$ cat src/rtl/div_iter_unit.sv
// Iterative RV32M divide/remainder unit: radix-2 restoring, one quotient bit per cycle.
// Divide-by-zero and signed overflow complete at accept without entering CALC.
module div_iter_unit #(
  parameter int XLEN  = 32,
  parameter int CNT_W = 5
) (
  input  logic            clk,
  input  logic            resetn,
  input  logic            flush,
  input  logic            in_valid,
  output logic            in_ready,
  input  logic [2:0]      div_op,
  input  logic [XLEN-1:0] src1,
  input  logic [XLEN-1:0] src2,
  output logic            out_valid,
  input  logic            out_ready,
  output logic [XLEN-1:0] result,
  output logic            busy
);

  typedef enum logic [1:0] {IDLE, CALC, DONE} state_t;

  localparam logic [XLEN-1:0] INT_MIN = {1'b1, {(XLEN-1){1'b0}}};

  state_t          state;
  logic [CNT_W-1:0] cnt;
  logic [XLEN-1:0] dvd, dvs, rem, quo;
  logic            want_q, sign_q, sign_r;

  logic            s1, s2, accept;
  logic [XLEN-1:0] abs1, abs2;
  logic [XLEN:0]   sh, diff;
  logic            ge;
  logic [XLEN-1:0] rem_nx, quo_nx, q_fix, r_fix;

  assign in_ready = (state == IDLE);
  assign busy     = (state == CALC) || (state == DONE);
  assign accept   = in_valid && in_ready && (div_op[2] || div_op[1]) && !flush;

  always_comb begin
    s1   = div_op[0] & src1[XLEN-1];
    s2   = div_op[0] & src2[XLEN-1];
    abs1 = s1 ? (XLEN'(0) - src1) : src1;
    abs2 = s2 ? (XLEN'(0) - src2) : src2;
    // Partial remainder stays below the divisor, so one extra bit holds the shifted value.
    sh     = {rem, dvd[XLEN-1]};
    ge     = (sh >= {1'b0, dvs});
    diff   = sh - {1'b0, dvs};
    rem_nx = ge ? diff[XLEN-1:0] : sh[XLEN-1:0];
    quo_nx = {quo[XLEN-2:0], ge};
    q_fix  = sign_q ? (XLEN'(0) - quo_nx) : quo_nx;
    r_fix  = sign_r ? (XLEN'(0) - rem_nx) : rem_nx;
  end

  always_ff @(posedge clk) begin
    if (!resetn) begin
      state     <= IDLE;
      cnt       <= '0;
      dvd       <= '0;
      dvs       <= '0;
      rem       <= '0;
      quo       <= '0;
      want_q    <= 1'b0;
      sign_q    <= 1'b0;
      sign_r    <= 1'b0;
      out_valid <= 1'b0;
      result    <= '0;
    end else if (flush) begin
      state     <= IDLE;
      cnt       <= '0;
      out_valid <= 1'b0;
    end else begin
      case (state)
        IDLE: if (accept) begin
          want_q <= div_op[2];
          sign_q <= s1 ^ s2;
          sign_r <= s1;
          dvd    <= abs1;
          dvs    <= abs2;
          rem    <= '0;
          quo    <= '0;
          cnt    <= '0;
          if (src2 == '0) begin
            result    <= div_op[2] ? '1 : src1;
            out_valid <= 1'b1;
            state     <= DONE;
          end else if (div_op[0] && src1 == INT_MIN && src2 == '1) begin
            result    <= div_op[2] ? INT_MIN : '0;
            out_valid <= 1'b1;
            state     <= DONE;
          end else begin
            state <= CALC;
          end
        end
        CALC: begin
          rem <= rem_nx;
          quo <= quo_nx;
          dvd <= {dvd[XLEN-2:0], 1'b0};
          cnt <= cnt + 1'b1;
          if (cnt == CNT_W'(XLEN-1)) begin
            result    <= want_q ? q_fix : r_fix;
            out_valid <= 1'b1;
            state     <= DONE;
          end
        end
        DONE: if (out_ready) begin
          out_valid <= 1'b0;
          state     <= IDLE;
        end
        default: state <= IDLE;
      endcase
    end
  end

endmodule

$ cat config.mk
export PLATFORM = sky130hd
export DESIGN_NAME = div_iter_unit
export DESIGN_NICKNAME = d
export VERILOG_FILES = /design/src/rtl/div_iter_unit.sv
export SDC_FILE = /design/constraint.sdc
export NUM_CORES = 1
export LEC_CHECK = 0
export BUFFER_PORTS_ARGS = -buffer_cell sky130_fd_sc_hd__buf_2
export CAP_MARGIN = 20
export CORE_ASPECT_RATIO = 2
export CORE_MARGIN = 2
export CORE_UTILIZATION = 29
export CTS_BUF_LIST = sky130_fd_sc_hd__clkbuf_8 sky130_fd_sc_hd__clkbuf_16
export DETAILED_ROUTE_END_ITERATION = 16
export PLACE_DENSITY = 0.55
export SLEW_MARGIN = 25
export SYNTH_ARGS = -nofsm -noshare
export SYNTH_HDL_FRONTEND = slang
export SYNTH_SLANG_ARGS = --single-unit
export TNS_END_PERCENT = 20
$ cat constraint.sdc
create_clock -name clk -period 5.3 [get_ports clk]
set_input_delay 0.265 -clock clk [delete_from_list [all_inputs] [get_ports clk]]
set_output_delay 0.265 -clock clk [all_outputs]
set_load 0.05 [all_outputs]
-- Word-level counts from Yosys, hierarchy flattened
Cells that the tools add are included.
- flip-flop bits (word level): 170
- input bits: 72
- output and inout bits: 35
- word-level logic and storage cells: 83
- add/subtract/negate cells: 6
- order comparisons: 1
- equality and inequality tests: 9
- muxes and demuxes: 32
- bitwise gates (word level): 5
- reductions and logical operators: 19
- operators with widths (operator ; count):
    32-bit two-way mux ; 14
    32-bit case mux with 2 select lines ; 3
    1-bit by 32-bit subtractor with 32-bit output, first input constant ; 4
    32-bit equality test, second input constant ; 2
    31-bit case mux with 2 select lines ; 1
    33-bit by 32-bit >= comparator with 1-bit output ; 1
    32-bit logical NOT ; 1
    32-bit subtractor ; 1
    2-bit two-way mux ; 5
    5-bit case mux with 2 select lines ; 1
    5-bit AND reduction ; 2
    3-bit AND reduction ; 3
    2-bit case mux with 3 select lines ; 1
    5-bit by 1-bit adder with 5-bit output, second input constant ; 1
    5-bit equality test, second input constant ; 1
    1-bit logical AND ; 5
    1-bit two-way mux ; 5
    5-bit two-way mux ; 1
    2-bit by 1-bit inequality test with 1-bit output, second input constant ; 2
    3-bit by 1-bit inequality test with 1-bit output, second input constant ; 1
    1-bit case mux with 3 select lines ; 1
    3-bit nonzero test ; 1
    1-bit AND ; 2
    2-bit by 1-bit equality test with 1-bit output, second input constant ; 1
    other kinds (10) ; 12

-- Logic depth before layout (Yosys ltp)
- depth after elaboration: 7
- mapped depth: 25
- depth with buffers taken out: 19

-- Worst setup path after synthesis
OpenSTA, ideal clock, no wires.
- path kind: register to register
- start point: register dvs[20]
- end point: register result[30]
- setup time: 0.101 ns
- arrival: 4.741 ns
- required time: 5.199 ns
- path slack: 0.458 ns
- stages on the path, launching flop included: 24
- buffers on the path: 5
- period minus slack after synthesis: 4.842 ns
- cells stage by stage: dfxtp_1 > inv_1 > ha_1 > buf_2 > and2_1 > nand4_2 > or3_1 > a21o_1 > buf_2 > nand2_4 > buf_2 > buf_2 > clkbuf_1 > nand2_1 > o21ai_0 > ha_1 > nand2_1 > nor3_1 > o2111ai_1 > o21ai_2 > nand4_1 > nor4_1 > mux2_2 > o41ai_1
- word-level cells in the longest chain between the ends: 7
- elaborated cells on any way between the ends: 10
- those cells by class: add/sub: 3; order compare: 1; mux: 6
- ends and longest elaborated chain (item ; line ; RTL):
    start, declared ; 27 ; logic [XLEN-1:0] dvd, dvs, rem, quo;
    start signal, assigned ; 79 ; dvs <= abs2;
    32-bit subtractor or 33-bit by 32-bit >= comparator with 1-bit output (tied branches) ; 48, 47 ;
    32-bit two-way mux ; 49 ; rem_nx = ge ? diff[XLEN-1:0] : sh[XLEN-1:0];
    1-bit by 32-bit subtractor with 32-bit output ; 52 ; r_fix = sign_r ? (XLEN'(0) - rem_nx) : rem_nx;
    32-bit two-way mux ; 52 ;
    32-bit two-way mux * ; 101 ; result <= want_q ? q_fix : r_fix;
    32-bit two-way mux * ; 100 ; if (cnt == CNT_W'(XLEN-1)) begin
    32-bit case mux with 2 select lines * ; 73 ; case (state)
    end signal, assigned ; 84 ; result <= div_op[2] ? '1 : src1;
    end signal, assigned ; 88 ; result <= div_op[2] ? INT_MIN : '0;
    end signal, assigned ; 101 ;
    end, declared ; 17 ; output logic [XLEN-1:0] result,
Every way passes the cells marked *; elsewhere a longest branch is shown, timed or not. The select of a mux whose other input is x is not followed.
A chain may end at the register's enable or synchronous reset.

-- Worst setup path after layout
Same ends and word-level chain as after synthesis.

==> flow_metrics.env <==
export IMPL_worstSkewPairLatency_ns=0.47
export IMPL_antenna_found_initial=0
export IMPL_critical_path_class="reg -> reg"
export IMPL_post_dp_cell_area_um2=13800
export IMPL_grt_first_pass_wirelength_um=80400
export IMPL_hold_depth=3
export IMPL_clockBufferDepth=2
export IMPL_numCtsBuffers=17
export IMPL_fin_ws_ns=0.436
export IMPL_synthDistinctLibCells=89
export IMPL_max_slew_margin_pct=30.6
export IMPL_min_from="src2[0]"
export IMPL_use_met1_pct=21.5
export IMPL_cts_sinks=170
export IMPL_startpoint="dvs[20]"
export IMPL_cp_required_ns=5.67
export IMPL_grt_usage_pct=22.9
export IMPL_first_global_vias=13120
export IMPL_hp_class="in -> reg"
export IMPL_core_area_um2=43500
export IMPL_dr_pass1_iters=6
export IMPL_drive_above_1_share_pct=12.1
export IMPL_synth_ff_type="dfxtp_1"
export IMPL_dp_slack_ns=0.291
export IMPL_cts_clk_slew_worst_paths_ns=0.08
export IMPL_power_w=0.00368
export IMPL_worst_pin_slew_ns=1.04
export IMPL_synth_edf_count=0
export IMPL_grt_overflow_total=0
export IMPL_worstPathArrival_ns=5.23
export IMPL_reg2reg_depth=19
export IMPL_status="complete, no violations"
export IMPL_yosys_area_top_type="dfxtp_1"
export IMPL_holdWs_ns=0.0851
export IMPL_num_fill_cells=4776
export IMPL_power_density_nw_per_um2=256
export IMPL_busiest_layer="met2"
export IMPL_synthArstFlopShare_pct=0
export IMPL_r2r_start="dvs[20]"
export IMPL_fin_crit_sh_pct=91.8
export IMPL_start_util_pct=29.4
export IMPL_die_area_um2=45900
export IMPL_rsz0062_at_grt="no"
export IMPL_syn_area_um2=12800
export IMPL_ys_warnings_count=0
export IMPL_hold_viol_final=0
export IMPL_ys_top_cells_by_area="dfxtp_1, nand2_1, o21ai_0, nor2_1, xor2_1"
export IMPL_cts_tree="built"
export IMPL_area_growth_pct=12.6
export IMPL_rows=108
export IMPL_final_nets=1907
export IMPL_final_area_um2=14400
export IMPL_end_kind="flip-flop"
export IMPL_post_drt_wl_per_cell_um=22.9
export IMPL_drv_slew=0
export IMPL_grtUsageMet2_pct=44.0
export IMPL_routed_wl_um=53800
export IMPL_holdBufCountCts=0
export IMPL_vias_per_cell=5.79
export IMPL_io_pin_count=107
export IMPL_maxCapViolations=0
export IMPL_grt_max_degree=84
export IMPL_ys_ff_latch=170
export IMPL_avgSynthCellArea_um2=7.30
export IMPL_die_w_um=153
export IMPL_gp_congestion=1.02
export IMPL_diodes=0
export IMPL_crit_path_max_fanout=10
export IMPL_synth_top_area_share_pct=26.6
export IMPL_yosysSeqAreaShare_pct=26.6
export IMPL_syn_inst=1754
export IMPL_setup_viol=0
export IMPL_ant_nets=0
export IMPL_clock_fmax_mhz=206
export IMPL_min_period_ns=4.86
export IMPL_drt_iter0_drc=940
export IMPL_io_buffers=106
export IMPL_dp_hpwl_um=41300
export IMPL_tns_ns=0
export IMPL_via_count=13624
export IMPL_clock_skew_ns=0.0147
export IMPL_cp_start_kind="flip-flop"
export IMPL_cts_root_buf="clkbuf_16"
export IMPL_ir_drop_mv=0.275
export IMPL_drc=0
export IMPL_htreeDepth=4
export IMPL_cellLeakagePower_nw=5.36
export IMPL_syn_nets=1870
export IMPL_chipHeight_um=301
export IMPL_grt_met3_usage_pct=2.66
## flip-flops by register name, summed over array words and instances (netlist names)
register	cells
want_q	1
result	32
out_valid	1
dvd	32
quo	31
state	2
dvs	32
sign_q	1
sign_r	1
cnt	5
rem	32
## per-layer routing
layer  up-vias  part of all wire (%)
li1       6430                     -
met1      6576                    34
met2       436                    53
met3       182                   3.4
met4         0                   9.5
met5         -                     0
## per-stage QoR
stage / utilization (%) / cells
floorplan: - / 1754
global placement: 31.7 / 2321
detailed placement: 31.7 / 2321
CTS: 33.0 / 2353
global route: 33.1 / 2354
finish: 33.1 / 2354
## kinds of logic (layout without fill, tap and decap cells)
logic type      Yosys count  in the layout  synth area share [%]
compound gates          563            563                  28.9
mux                      32             32                  2.60
xor+xnor                123            123                  8.42
flops                   170            170                  26.6
simple gates            652            652                  23.7
buf+inv                 170            220                  5.35
fa+ha+maj                44             44                  4.36
## cells in the mapped netlist (all sizes together) (16+ instances only)
library cell and count:
o41ai 18, nor2 199, and2 22, o211ai 18, a21o 22, nor3 47
nand4 23, xor2 72, a211oi 47, nor4 27, a22oi 52, clkbuf 86
o31ai 27, or3 24, a31oi 26, xnor2 51, mux2i 22, buf 32
a21oi 118, o21ai 156, ha 43, nand3 23, dfxtp 170, inv 52
and3 16, nand2 217
## layout by cell type, fill, tap and decap left out, types with 25 or more instances in the layout
cell,synthesis,final
xnor2_1,51,50
a22oi_1,52,52
o31ai_1,27,27
ha_1,43,40
a31oi_1,26,25
a21oi_1,117,117
buf_4,3,29
nand2_1,215,215
inv_1,52,51
buf_2,22,106
xor2_1,72,72
nor2_1,199,197
dfxtp_1,170,170
o21ai_0,151,149
a211oi_1,45,45
nor4_1,26,26
nor3_1,46,46
## worst max-delay path, stage by stage (launching register included)
cell	delay [ns]
dfxtp_1	0.33
inv_1	0.04
ha_1	0.42
a21o_1	0.28
o21bai_1	0.17
a21o_1	0.19
a31oi_2	0.32
o21a_1	0.22
nand2_4	0.13
o21ai_0	0.31
ha_1	0.28
nand2_1	0.08
nor3_1	0.29
o2111ai_1	0.22
o21ai_2	0.16
buf_4	0.16
nand4_1	0.18
nor4_1	0.36
mux2_2	0.37
o41ai_1	0.23
## path summary, 6_finish.rpt
| check | endpoint | slack [ns] |
|---|---|---|
| min | dvs[0] | 0.09 |
| min reg2reg | dvd[7] | 0.46 |
| max | result[30] | 0.44 |
| max reg2reg | result[30] | 0.44 |
## where the power goes
group          switching (W)  total [W]  internal (W)  leakage [nW]
Sequential         0.0000182    0.00133       0.00131          1.38
Combinational       0.000716    0.00105      0.000334          3.69
Clock               0.000661    0.00130      0.000643         0.293
Total                0.00139    0.00368       0.00229          5.36
## cell type report
| class | instances | area [um2] | share of cell area [%] |
|---|---|---|---|
| clock buffer | 18 | 439 | 3.05 |
| clock inverter | 14 | 161 | 1.12 |
| timing repair buffer | 136 | 768 | 5.33 |
| tap | 550 | 688 | 4.78 |
| inverter | 52 | 198 | 1.37 |
| sequential | 170 | 3400 | 23.6 |
| multi-input combinational | 1414 | 8750 | 60.7 |
## timing repair
action	in CTS	in global routing
buffers inserted	0	1
resized for setup	0	5
setup endpoints to repair	0	1
(Power assumes the default switching activity.)
